===== src/rtl/pipo_pkg.sv =====
// Shared types and helpers for the universal PIPO register and its shift counter.
package pipo_pkg;

    typedef enum logic [1:0] {
        MODE_HOLD = 2'b00,
        MODE_SHR  = 2'b01,
        MODE_SHL  = 2'b10,
        MODE_LOAD = 2'b11
    } mode_e;

    // Counter width for a modulo-width count; never narrower than one bit.
    function automatic int cnt_width(input int width);
        return (width < 2) ? 1 : $clog2(width);
    endfunction

endpackage


===== src/rtl/pipo_universal_reg_shift_cnt.sv =====
// Modulo-WIDTH shift counter with synchronous clear and a registered wrap pulse.
module shift_cnt
    import pipo_pkg::*;
#(
    parameter int WIDTH = 4,
    parameter int CNT_W = cnt_width(WIDTH)
) (
    input  logic             clk,
    input  logic             reset,
    input  logic             clr,
    input  logic             inc,
    output logic [CNT_W-1:0] cnt,
    output logic             wrap
);

    localparam logic [CNT_W-1:0] LAST = CNT_W'(WIDTH - 1);
    localparam logic [CNT_W-1:0] ONE  = CNT_W'(1);

    // Clear outranks increment so a load landing on a completing shift never pulses.
    always_ff @(posedge clk or negedge reset) begin
        if (!reset) begin
            cnt  <= '0;
            wrap <= 1'b0;
        end else if (clr) begin
            cnt  <= '0;
            wrap <= 1'b0;
        end else if (inc) begin
            if (cnt == LAST) begin
                cnt  <= '0;
                wrap <= 1'b1;
            end else begin
                cnt  <= cnt + ONE;
                wrap <= 1'b0;
            end
        end else begin
            wrap <= 1'b0;
        end
    end

endmodule


===== src/rtl/pipo_universal_reg.sv =====
// WIDTH-bit universal register: hold, shift right, shift left, parallel load,
// with a word-completion counter for serial assembly and draining.
module pipo_universal_reg
    import pipo_pkg::*;
#(
    parameter int               WIDTH     = 4,
    parameter logic [WIDTH-1:0] RESET_VAL = '0,
    localparam int              CNT_W     = cnt_width(WIDTH)
) (
    input  logic             clk,
    input  logic             reset,
    input  logic             sclr,
    input  logic             en,
    input  logic [1:0]       mode,
    input  logic             sin_r,
    input  logic             sin_l,
    input  logic [WIDTH-1:0] parallel_in,
    output logic [WIDTH-1:0] parallel_out,
    output logic             sout_r,
    output logic             sout_l,
    output logic [CNT_W-1:0] bit_cnt,
    output logic             word_done
);

    mode_e            op;
    logic             load;
    logic             shift;
    logic [WIDTH-1:0] data;

    assign op    = mode_e'(mode);
    assign load  = en && (op == MODE_LOAD);
    assign shift = en && ((op == MODE_SHR) || (op == MODE_SHL));

    always_ff @(posedge clk or negedge reset) begin
        if (!reset) begin
            data <= RESET_VAL;
        end else if (sclr) begin
            data <= RESET_VAL;
        end else if (en) begin
            case (op)
                MODE_SHR:  data <= {sin_r, data[WIDTH-1:1]};
                MODE_SHL:  data <= {data[WIDTH-2:0], sin_l};
                MODE_LOAD: data <= parallel_in;
                default:   data <= data;
            endcase
        end
    end

    // Loads restart the word count just like a clear does.
    shift_cnt #(
        .WIDTH (WIDTH),
        .CNT_W (CNT_W)
    ) u_shift_cnt (
        .clk   (clk),
        .reset (reset),
        .clr   (sclr | load),
        .inc   (shift),
        .cnt   (bit_cnt),
        .wrap  (word_done)
    );

    assign parallel_out = data;
    assign sout_r       = data[0];
    assign sout_l       = data[WIDTH-1];

endmodule


===== config.mk =====
export PLATFORM = sky130hd
export DESIGN_NAME = pipo_universal_reg
export DESIGN_NICKNAME = d
export VERILOG_FILES = /design/src/rtl/pipo_pkg.sv /design/src/rtl/pipo_universal_reg_shift_cnt.sv /design/src/rtl/pipo_universal_reg.sv
export SDC_FILE = /design/constraint.sdc
export NUM_CORES = 1
export LEC_CHECK = 0
export CAP_MARGIN = 20
export CORE_AREA = 2 2 39 41
export DETAILED_ROUTE_END_ITERATION = 10
export DIE_AREA = 0 0 41 43
export HOLD_SLACK_MARGIN = 0.1
export PLACE_DENSITY_LB_ADDON = 0.1
export SLEW_MARGIN = 20
export SYNTH_ARGS = -nofsm -noshare
export SYNTH_HDL_FRONTEND = slang
export SYNTH_SLANG_ARGS = --single-unit

===== constraint.sdc =====
create_clock -name clk -period 3.29 [get_ports clk]
set_clock_uncertainty 0.15 [all_clocks]
set_input_delay 0.658 -clock clk [delete_from_list [all_inputs] [get_ports clk]]
set_output_delay 0.658 -clock clk [all_outputs]
set_load 0.01 [all_outputs]

* Yosys cells after proc, flatten, opt, wreduce, memory -nomap -nowiden
Index checks and enable logic that the tools add are counted.
** Storage, ports and cells
- Input bits :: 12
- Output and inout port bits :: 9
- Flip-flop bits (word level) :: 7
- Word-level logic and storage cells :: 25
** Operators by class
- Mux-type cells :: 9
- Add/subtract/negate cells :: 1
- Bitwise operators :: 1
- Reduce and logical (&&, ||, !) cells :: 7
- Eq/ne operators :: 4
** Operators with widths (number)
- 4-bit case mux with 3 select lines :: 1
- 4-bit 2-to-1 mux :: 2
- 2-bit == test (second input constant) :: 3
- 2-bit 2-to-1 mux :: 3
- 2-bit nonzero test :: 2
- 4-bit nonzero test :: 1
- 1-bit 2-to-1 mux :: 3
- 2-bit by 1-bit adder with 2-bit output (second input constant) :: 1
- 2-bit by 1-bit == test with 1-bit output (second input constant) :: 1
- 1-bit logical AND :: 2
- 2-bit AND reduction :: 1
- 1-bit logical OR :: 1
- 1-bit OR :: 1

* Logic depth before layout (Yosys ltp)
Gate-level depths: netlist of run 1.
- Depth after elaboration :: 5
- Depth in mapped cells :: 5
- Mapped depth without buffers :: 5

* Cells and area by module
Synthesis of run 1 repeated with hierarchy kept, for this count alone.
** Unflattened totals
- Cell total of the unflattened synthesis :: 41
- Area total of the unflattened synthesis :: 424.2 µm²
** Modules (own cells, without submodules)
- pipo_universal_reg :: cells each 30, sequential area each 100.1 µm², area each 291.5 µm², times used 1
- shift_cnt :: cells each 11, sequential area each 75.1 µm², area each 132.6 µm², times used 1

* Worst setup path before layout of run 1
Ideal clock, no wire load.
- Path type :: input to register
- From :: input mode[0]
- To :: register u_shift_cnt.cnt[1]
- Data required time :: 3019 ps
- Buffers on the path :: 0
- Cell stages on the path :: 5
- Slack :: 1510 ps
- Arrival time :: 1509 ps
- Setup time :: 121 ps
- Path through :: inv_1 -> ha_1 -> nor2b_1 -> a22o_1 -> a22o_1
** Between the ends
- Word-level cells in the longest chain between the ends :: 4
- Elaborated cells on any way between the ends :: 9
- Those cells by class :: 3 x eq/ne; 1 x mux; 1 x bitwise; 4 x reduce/logical
** RTL lines
- start: declaration :: RTL line pipo_universal_reg.sv:14 : input logic [1:0] mode,
- 2-bit == test, or another cell as far along :: RTL line pipo_universal_reg.sv:31 : assign load = en && (op == MODE_LOAD);
- 1-bit logical AND / 1-bit logical OR (equally long branches) :: RTL line pipo_universal_reg.sv:31, pipo_universal_reg.sv:32
- 1-bit OR / 1-bit logical AND (equally long branches) :: RTL line pipo_universal_reg.sv:56, pipo_universal_reg.sv:32
- 2-bit 2-to-1 mux / 2-bit nonzero test (equally long branches)
- end signal: assignment :: RTL line pipo_universal_reg_shift_cnt.sv:32 : cnt <= cnt + ONE;
- end: declaration :: RTL line pipo_universal_reg_shift_cnt.sv:12 : output logic [CNT_W-1:0] cnt,
Several ways; a longest one is shown, not always the timed one.
A chain may end at the register's enable or synchronous reset.

* Worst setup path after layout of run 1
Ends and elaborated chain as after synthesis.

==> results by group, run 1 <==
Synth
  • #FFs+latches synth: 7
  • Yosys top cell by area: dfrtp_1
  • Register area share after synthesis: 41.42%
  • Ys Warns: 0
  • Synth top area cells: dfrtp_1 (41%), ha_1 (8.9%), a22o_1 (8.3%)
  • Synthesized area per cell: 10.31 um2
  • Cell count after synthesis: 41
  • Synth cell types: 15
  • Syn_nets: 56
  • Cell Area, Synth: 422.9 um2
  • Synth top area share: 41.42%

Floorplan
  • I/O pin count: 21
  • Die Width: 41 um
  • Starting Density: 30.56%
  • Site Rows: 14
  • Core Area: 1384 um2
  • Die Y: 43 um
  • DIE AREA: 1763 um2

Setup path
  • Worst R2R Setup Slack: 1890 ps
  • CP Capture Type: flop
  • Max incr delay on CP: 480 ps
  • RR Endpoint: u_shift_cnt.cnt[1]
  • Crit path DAT: 2080 ps
  • Slowest CP cell: clkdlybuf4s50_1
  • Startpoint types: primary input
  • Crit path kind: in2reg
  • Chain of cells forming the critical path: clkdlybuf4s50_1 -> inv_1 -> ha_1 -> nor2b_1 -> a22o_1 -> a22o_1
  • Most numerous cell on the critical path: a22o_1
  • Worst r2r src: u_shift_cnt.cnt[0]
  • Reg2Reg Depth: 3
  • Worst-path maximum fanout: 4
  • WP data required: 3280 ps

STA
  • RSZ-0062 raised after global routing: false
  • Fin. Hold Viols: 0
  • Slew headroom: 76.84%
  • Count of final setup violators: 0
  • Worst-margin pin slew: 346.3 ps
  • Fin. max-slew vios: 0
  • F_max: 0.4803 GHz
  • Final period demand of the worst path: 2082 ps
  • Period utilisation layout: 63.29%
  • Final hold slack: 417.7 ps
  • Final TNS setup: 0 ps

Layout
  • Commonest non-fill, non-tap cell in the layout: clkdlybuf4s50_1
  • Filler cells: 135
  • Layout net count: 79
  • Fin cells: 79
  • Area occupied by multi-input gates: 229.0 um2
  • Ratio of cells with drive above 1 in the final layout: 9.524%
  • Fin util: 47.29%
  • Register area: 175.2 um2
  • Most frequent cells in the layout: clkdlybuf4s50_1 (20), dfrtp_1 (7)
  • Area grow syn2layout: 54.73%
  • ANT cells: 0

Drt
  • TritonRoute pass-1 iters: 3
  • Residual DRC: 0
  • Final ANT Viol Nets: 0
  • DRT iter0 DRCs: 13
  • Drt wl/cell: 14.05 um
  • Via count: 415
  • DRT Wirelength: 1110 um
  • DR vias/cell: 5.253

Clock network
  • CTS Root Cell: clkbuf_4
  • CTS H-tree depth: 1
  • Post_cts resized: 0
  • CTS buffer count: 3
  • Post-CTS Setup Repair Bufs: 0
  • Sink Count: 7
  • Clk Latency, worst-skew pair: 260 ps
  • CTS max path bufs: 2
  • TritonCTS clock tree: done
  • Clock Pin Slew Worst Setup and Hold Paths: 50 ps
  • Cts hold-fix bufs: 0

Placed design
  • Port buffer count: 20
  • HPWL after detailed placement: 821.5 um
  • Cells after DPL: 75
  • Gpl congestion: 0.7574

Hold path
  • Hold Path Stages: 1
  • Hold Crit Class: reg2reg
  • Min-Delay Endpoint: u_shift_cnt.cnt[1]
  • Hold Path Origin: u_shift_cnt.cnt[1]

Pwr
  • PD cells: 383.5 nW/um2
  • Worst IR drop on VDD: 0.0001828 V
  • Tot Pwr: 250.9 uW
  • Leak pwr: 0.2762 nW

Run status
  • Run status: completed

GRT
  • First-pass GRT wire length: 1773 um
  • Initial antenna violation count: 0
  • GRT Util Overall: 15.56%
  • GRT overflow: 0
  • Pin count of the biggest net entering global routing: 8
  • Vias in the first global route: 438

Run
  • # Max-Cap Violations: 0
metal layers:
layer	track usage [%]	share of wire, %	up-vias
met3	4.712	5.7	3
li1	-	-	198
met2	22.50	48	15
met4	10.00	2.2	0
met1	19.02	45	199
met5	0	0	-
cell usage after synthesis, drive strengths merged:
| library cell | n |
|---|---|
| and3 | 1 |
| dfrtp | 7 |
| a22o | 4 |
| nand2 | 4 |
| a22oi | 4 |
| inv | 1 |
| a21oi | 4 |
| nand2b | 1 |
| a311oi | 4 |
| buf | 2 |
| and2 | 1 |
| nor2 | 4 |
| nor2b | 1 |
| ha | 3 |
per-stage QoR:
| step | cell area [um2] | setup WS (ps) |
|---|---|---|
| 6_report | 654.4 | 1208 |
| 2_1_floorplan | 422.9 | 1510 |
| 5_1_grt | 654.4 | 1135 |
| 4_1_cts | 654.4 | 1205 |
| 3_5_place_dp | 628.1 | 935.4 |
| 3_3_place_gp | 628.1 | 944.2 |
cells by family after synthesis:
| logic type | Yosys count | share of synthesized area, % |
|---|---|---|
| simple gates | 12 | 15.38 |
| buf+inv | 3 | 4.436 |
| fa+ha+maj | 3 | 8.877 |
| flops | 7 | 41.42 |
| compound gates | 16 | 29.88 |
sequential cells by signal, indices dropped and copies added (netlist names):
signal / flops
parallel_out: 4
u_shift_cnt.cnt: 2
u_shift_cnt.wrap: 1
area by class of cell:
class / instances / share of cell area [%]
Sequential cell: 7 / 26.77
Inverter: 1 / 0.5736
Multi-Input combinational cell: 31 / 34.99
Tap cell: 16 / 3.059
Clock buffer: 4 / 4.015
Timing Repair Buffer: 20 / 30.59
where the power goes:
part           internal [mW]  switching (mW)  total [mW]
sequential            0.0920         0.00699      0.0990
clock                 0.0465          0.0360      0.0825
combinational         0.0398          0.0296      0.0695
total                  0.178          0.0726       0.251
worst max path at each step:
stage,to,from,slack (ps)
floorplan,u_shift_cnt.cnt[1],mode[0],1510
global placement,u_shift_cnt.cnt[1],mode[0],940
detailed placement,u_shift_cnt.cnt[1],mode[0],940
CTS,u_shift_cnt.cnt[1],mode[0],1200
global route,u_shift_cnt.cnt[1],mode[0],1140
finish,u_shift_cnt.cnt[1],mode[0],1210
worst max-delay path: cells and delay by family:
| kind | cells | cell delay (ps) |
|---|---|---|
| buf+inv | 2 | 530 |
| simple gates | 1 | 100 |
| fa+ha+maj | 1 | 360 |
| compound gates | 2 | 440 |
No activity file was read; power rests on OpenSTA's default activity.
==> run 2, diff against run 1 <==
==> constraint.sdc (replaced) <==
create_clock -name clk -period 2 [get_ports clk]
set_clock_uncertainty 0.15 [all_clocks]
set_input_delay 0.4 -clock clk [delete_from_list [all_inputs] [get_ports clk]]
set_output_delay 0.4 -clock clk [all_outputs]
set_load 0.01 [all_outputs]
==> run 2 against run 1 <==
Sequential cell count did not move. Global-route usage fell by 0.62 points. Critical path depth did not move. Die area did not move. Register-to-register slack got worse by 1300 ps. Sequential share of layout area fell by 0.89 points. Routed wire length fell by 3.3%. Largest cell class unchanged.
==> results by group, run 2 (synthesis gave the netlist of run 1 again) <==
Floorplan
  • I/O pin count: 21 (unchanged)
  • Die Y: 43 um (unchanged)
  • Site Rows: 14 (unchanged)
  • DIE AREA: 1763 um2 (unchanged)
  • Starting Density: 30.56% (unchanged)
  • Die Width: 41 um (unchanged)
  • Core Area: 1384 um2 (unchanged)

Drt
  • DRT iter0 DRCs: 7 (was 13)
  • DRT Wirelength: 1073 um (was 1110 um)
  • Residual DRC: 0 (unchanged)
  • DR vias/cell: 5.073 (was 5.253)
  • TritonRoute pass-1 iters: 3 (unchanged)
  • Drt wl/cell: 13.09 um (was 14.05 um)
  • Final ANT Viol Nets: 0 (unchanged)
  • Via count: 416 (was 415)

Setup path
  • Crit path DAT: 1810 ps (was 2080 ps)
  • Worst R2R Setup Slack: 630 ps (was 1890 ps)
  • RR Endpoint: u_shift_cnt.cnt[1] (unchanged)
  • Crit path kind: in2reg (unchanged)
  • Startpoint types: primary input (unchanged)
  • CP Capture Type: flop (unchanged)
  • WP data required: 1990 ps (was 3280 ps)
  • Worst r2r src: u_shift_cnt.cnt[0] (unchanged)
  • Reg2Reg Depth: 3 (unchanged)
  • Worst-path maximum fanout: 4 (unchanged)

GRT
  • Initial antenna violation count: 0 (unchanged)
  • GRT overflow: 0 (unchanged)
  • First-pass GRT wire length: 1731 um (was 1773 um)
  • Pin count of the biggest net entering global routing: 8 (unchanged)
  • Vias in the first global route: 414 (was 438)
  • GRT Util Overall: 14.93% (was 15.56%)

Pwr
  • Seq pwr share: 39.2% (was 39.4%)
  • PD cells: 613.3 nW/um2 (was 383.5 nW/um2)
  • Clock power share: 32.4% (was 32.9%)
  • Tot Pwr: 415.1 uW (was 250.9 uW)
  • Worst IR drop on VDD: 0.0003350 V (was 0.0001828 V)
  • Combinational power share: 28.5% (was 27.7%)
  • Internal Power: 296.7 uW (was 178.4 uW)
  • Leak pwr: 0.2913 nW (was 0.2762 nW)
  • Sw Pwr: 118.5 uW (was 72.57 uW)
  • Switching share of power: 28.53% (was 28.92%)

STA
  • Fin. max-slew vios: 0 (unchanged)
  • Worst-margin pin slew: 338.9 ps (was 346.3 ps)
  • Slew headroom: 77.34% (was 76.84%)
  • Fin. Hold Viols: 0 (unchanged)
  • F_max: 0.5491 GHz
  • Period utilisation layout: 91.05%
  • Final period demand of the worst path: 1821 ps
  • RSZ-0062 raised after global routing: false (unchanged)
  • Count of final setup violators: 0 (unchanged)

Layout
  • ANT cells: 0 (unchanged)
  • Fin cells: 82 (was 79)
  • Max FFs per register: 4 (unchanged)
  • Layout net count: 82 (was 79)
  • Ratio of cells with drive above 1 in the final layout: 13.64% (was 9.524%)
  • Commonest non-fill, non-tap cell in the layout: clkdlybuf4s50_1 (unchanged)
  • Fin util: 48.92% (was 47.29%)
  • Area grow syn2layout: 60.06% (was 54.73%)
  • Most frequent cells in the layout: clkdlybuf4s50_1 (20), dfrtp_1 (7) (unchanged)

Clock network
  • TritonCTS clock tree: done (unchanged)
  • CTS buffer count: 3 (unchanged)
  • CTS max path bufs: 2 (unchanged)
  • Clock Pin Slew Worst Setup and Hold Paths: 60 ps (was 50 ps)
  • Post_cts resized: 0 (unchanged)
  • Sink Count: 7 (unchanged)
  • CTS H-tree depth: 1 (unchanged)
  • Post-CTS Setup Repair Bufs: 0 (unchanged)
  • Clk Latency, worst-skew pair: 260 ps (about the same)
  • CTS Root Cell: clkbuf_4 (unchanged)
  • Cts hold-fix bufs: 0 (unchanged)

Placed design
  • Cells after DPL: 78 (was 75)
  • HPWL after detailed placement: 841 um (was 821.5 um)
  • Port buffer count: 20 (unchanged)
  • Gpl congestion: 0.7736 (was 0.7574)

Run status
  • Run status: completed (unchanged)

Hold path
  • Hold Crit Class: in2async (was reg2reg)

Run
  • # Max-Cap Violations: 0 (unchanged)
==> run 2: changes by cell type in the layout (fill, tap and decap cells not counted) <==
cell / previous run / this run
buf_4: 0 / 3
==> run 2: critical path, cell delays in order <==
cell and delay, ps:
clkdlybuf4s50_1 480, inv_1 50, ha_1 360, nor2b_1 100
a22o_1 210, a22o_1 220
==> run 2: layout make-up <==
type | instances | area [um2]
fillers | 138 | 706.9
multi-input cells | 31 | 229.0
repair buffers | 23 | 222.7
flip-flops and latches | 7 | 175.2
clock buffers | 4 | 26.28
well taps | 16 | 20.02
inverters | 1 | 3.754
==> run 2: per-layer routing <==
| layer | wire [um] | up-vias | track usage [%] | share of wire [%] |
|---|---|---|---|---|
| li1 | - | 206 | - | - |
| met1 | 516 | 196 | 21.24 | 48 |
| met2 | 494 | 12 | 19.38 | 46 |
| met3 | 58 | 2 | 3.141 | 5.4 |
| met4 | 4 | 0 | 10.00 | 0.37 |
| met5 | 0 | - | 0 | 0 |
==> run 2: stage by stage <==
step | hold slack (ps) | setup slack [ps] | cell area (um2) | setup TNS (ps)
6_report | 258.2 | 179.0 | 676.9 | 0
5_1_grt | 282.5 | 79.20 | 676.9 | 0
4_1_cts | 276.6 | 171.6 | 676.9 | 0
3_5_place_dp | 398.3 | -95.10 | 650.6 | -241.2
3_3_place_gp | 411.0 | -92.74 | 650.6 | -264.4
2_1_floorplan | -45.59 | 478.1 | 422.9 | 0
==> run 2: worst max path at each step <==
stage / startpoint / endpoint / slack [ps] / depth (start not counted)
floorplan: mode[0] / u_shift_cnt.cnt[1] / 480 / 5
global placement: mode[0] / u_shift_cnt.cnt[1] / -90 / 6
detailed placement: mode[0] / u_shift_cnt.cnt[1] / -100 / 6
global route: mode[0] / u_shift_cnt.cnt[1] / 80 / 6
CTS: mode[0] / u_shift_cnt.cnt[1] / 170 / 6
finish: mode[0] / u_shift_cnt.cnt[1] / 180 / 6
==> run 2: power by group through the flow <==
stage	registers [mW]	clock network (mW)	logic, mW
2_1_floorplan	0.167	0	0.0521
3_3_place_gp	0.165	0	0.119
3_5_place_dp	0.165	0	0.118
4_1_cts	0.162	0.140	0.119
5_1_grt	0.165	0.148	0.130
6_report	0.163	0.134	0.118
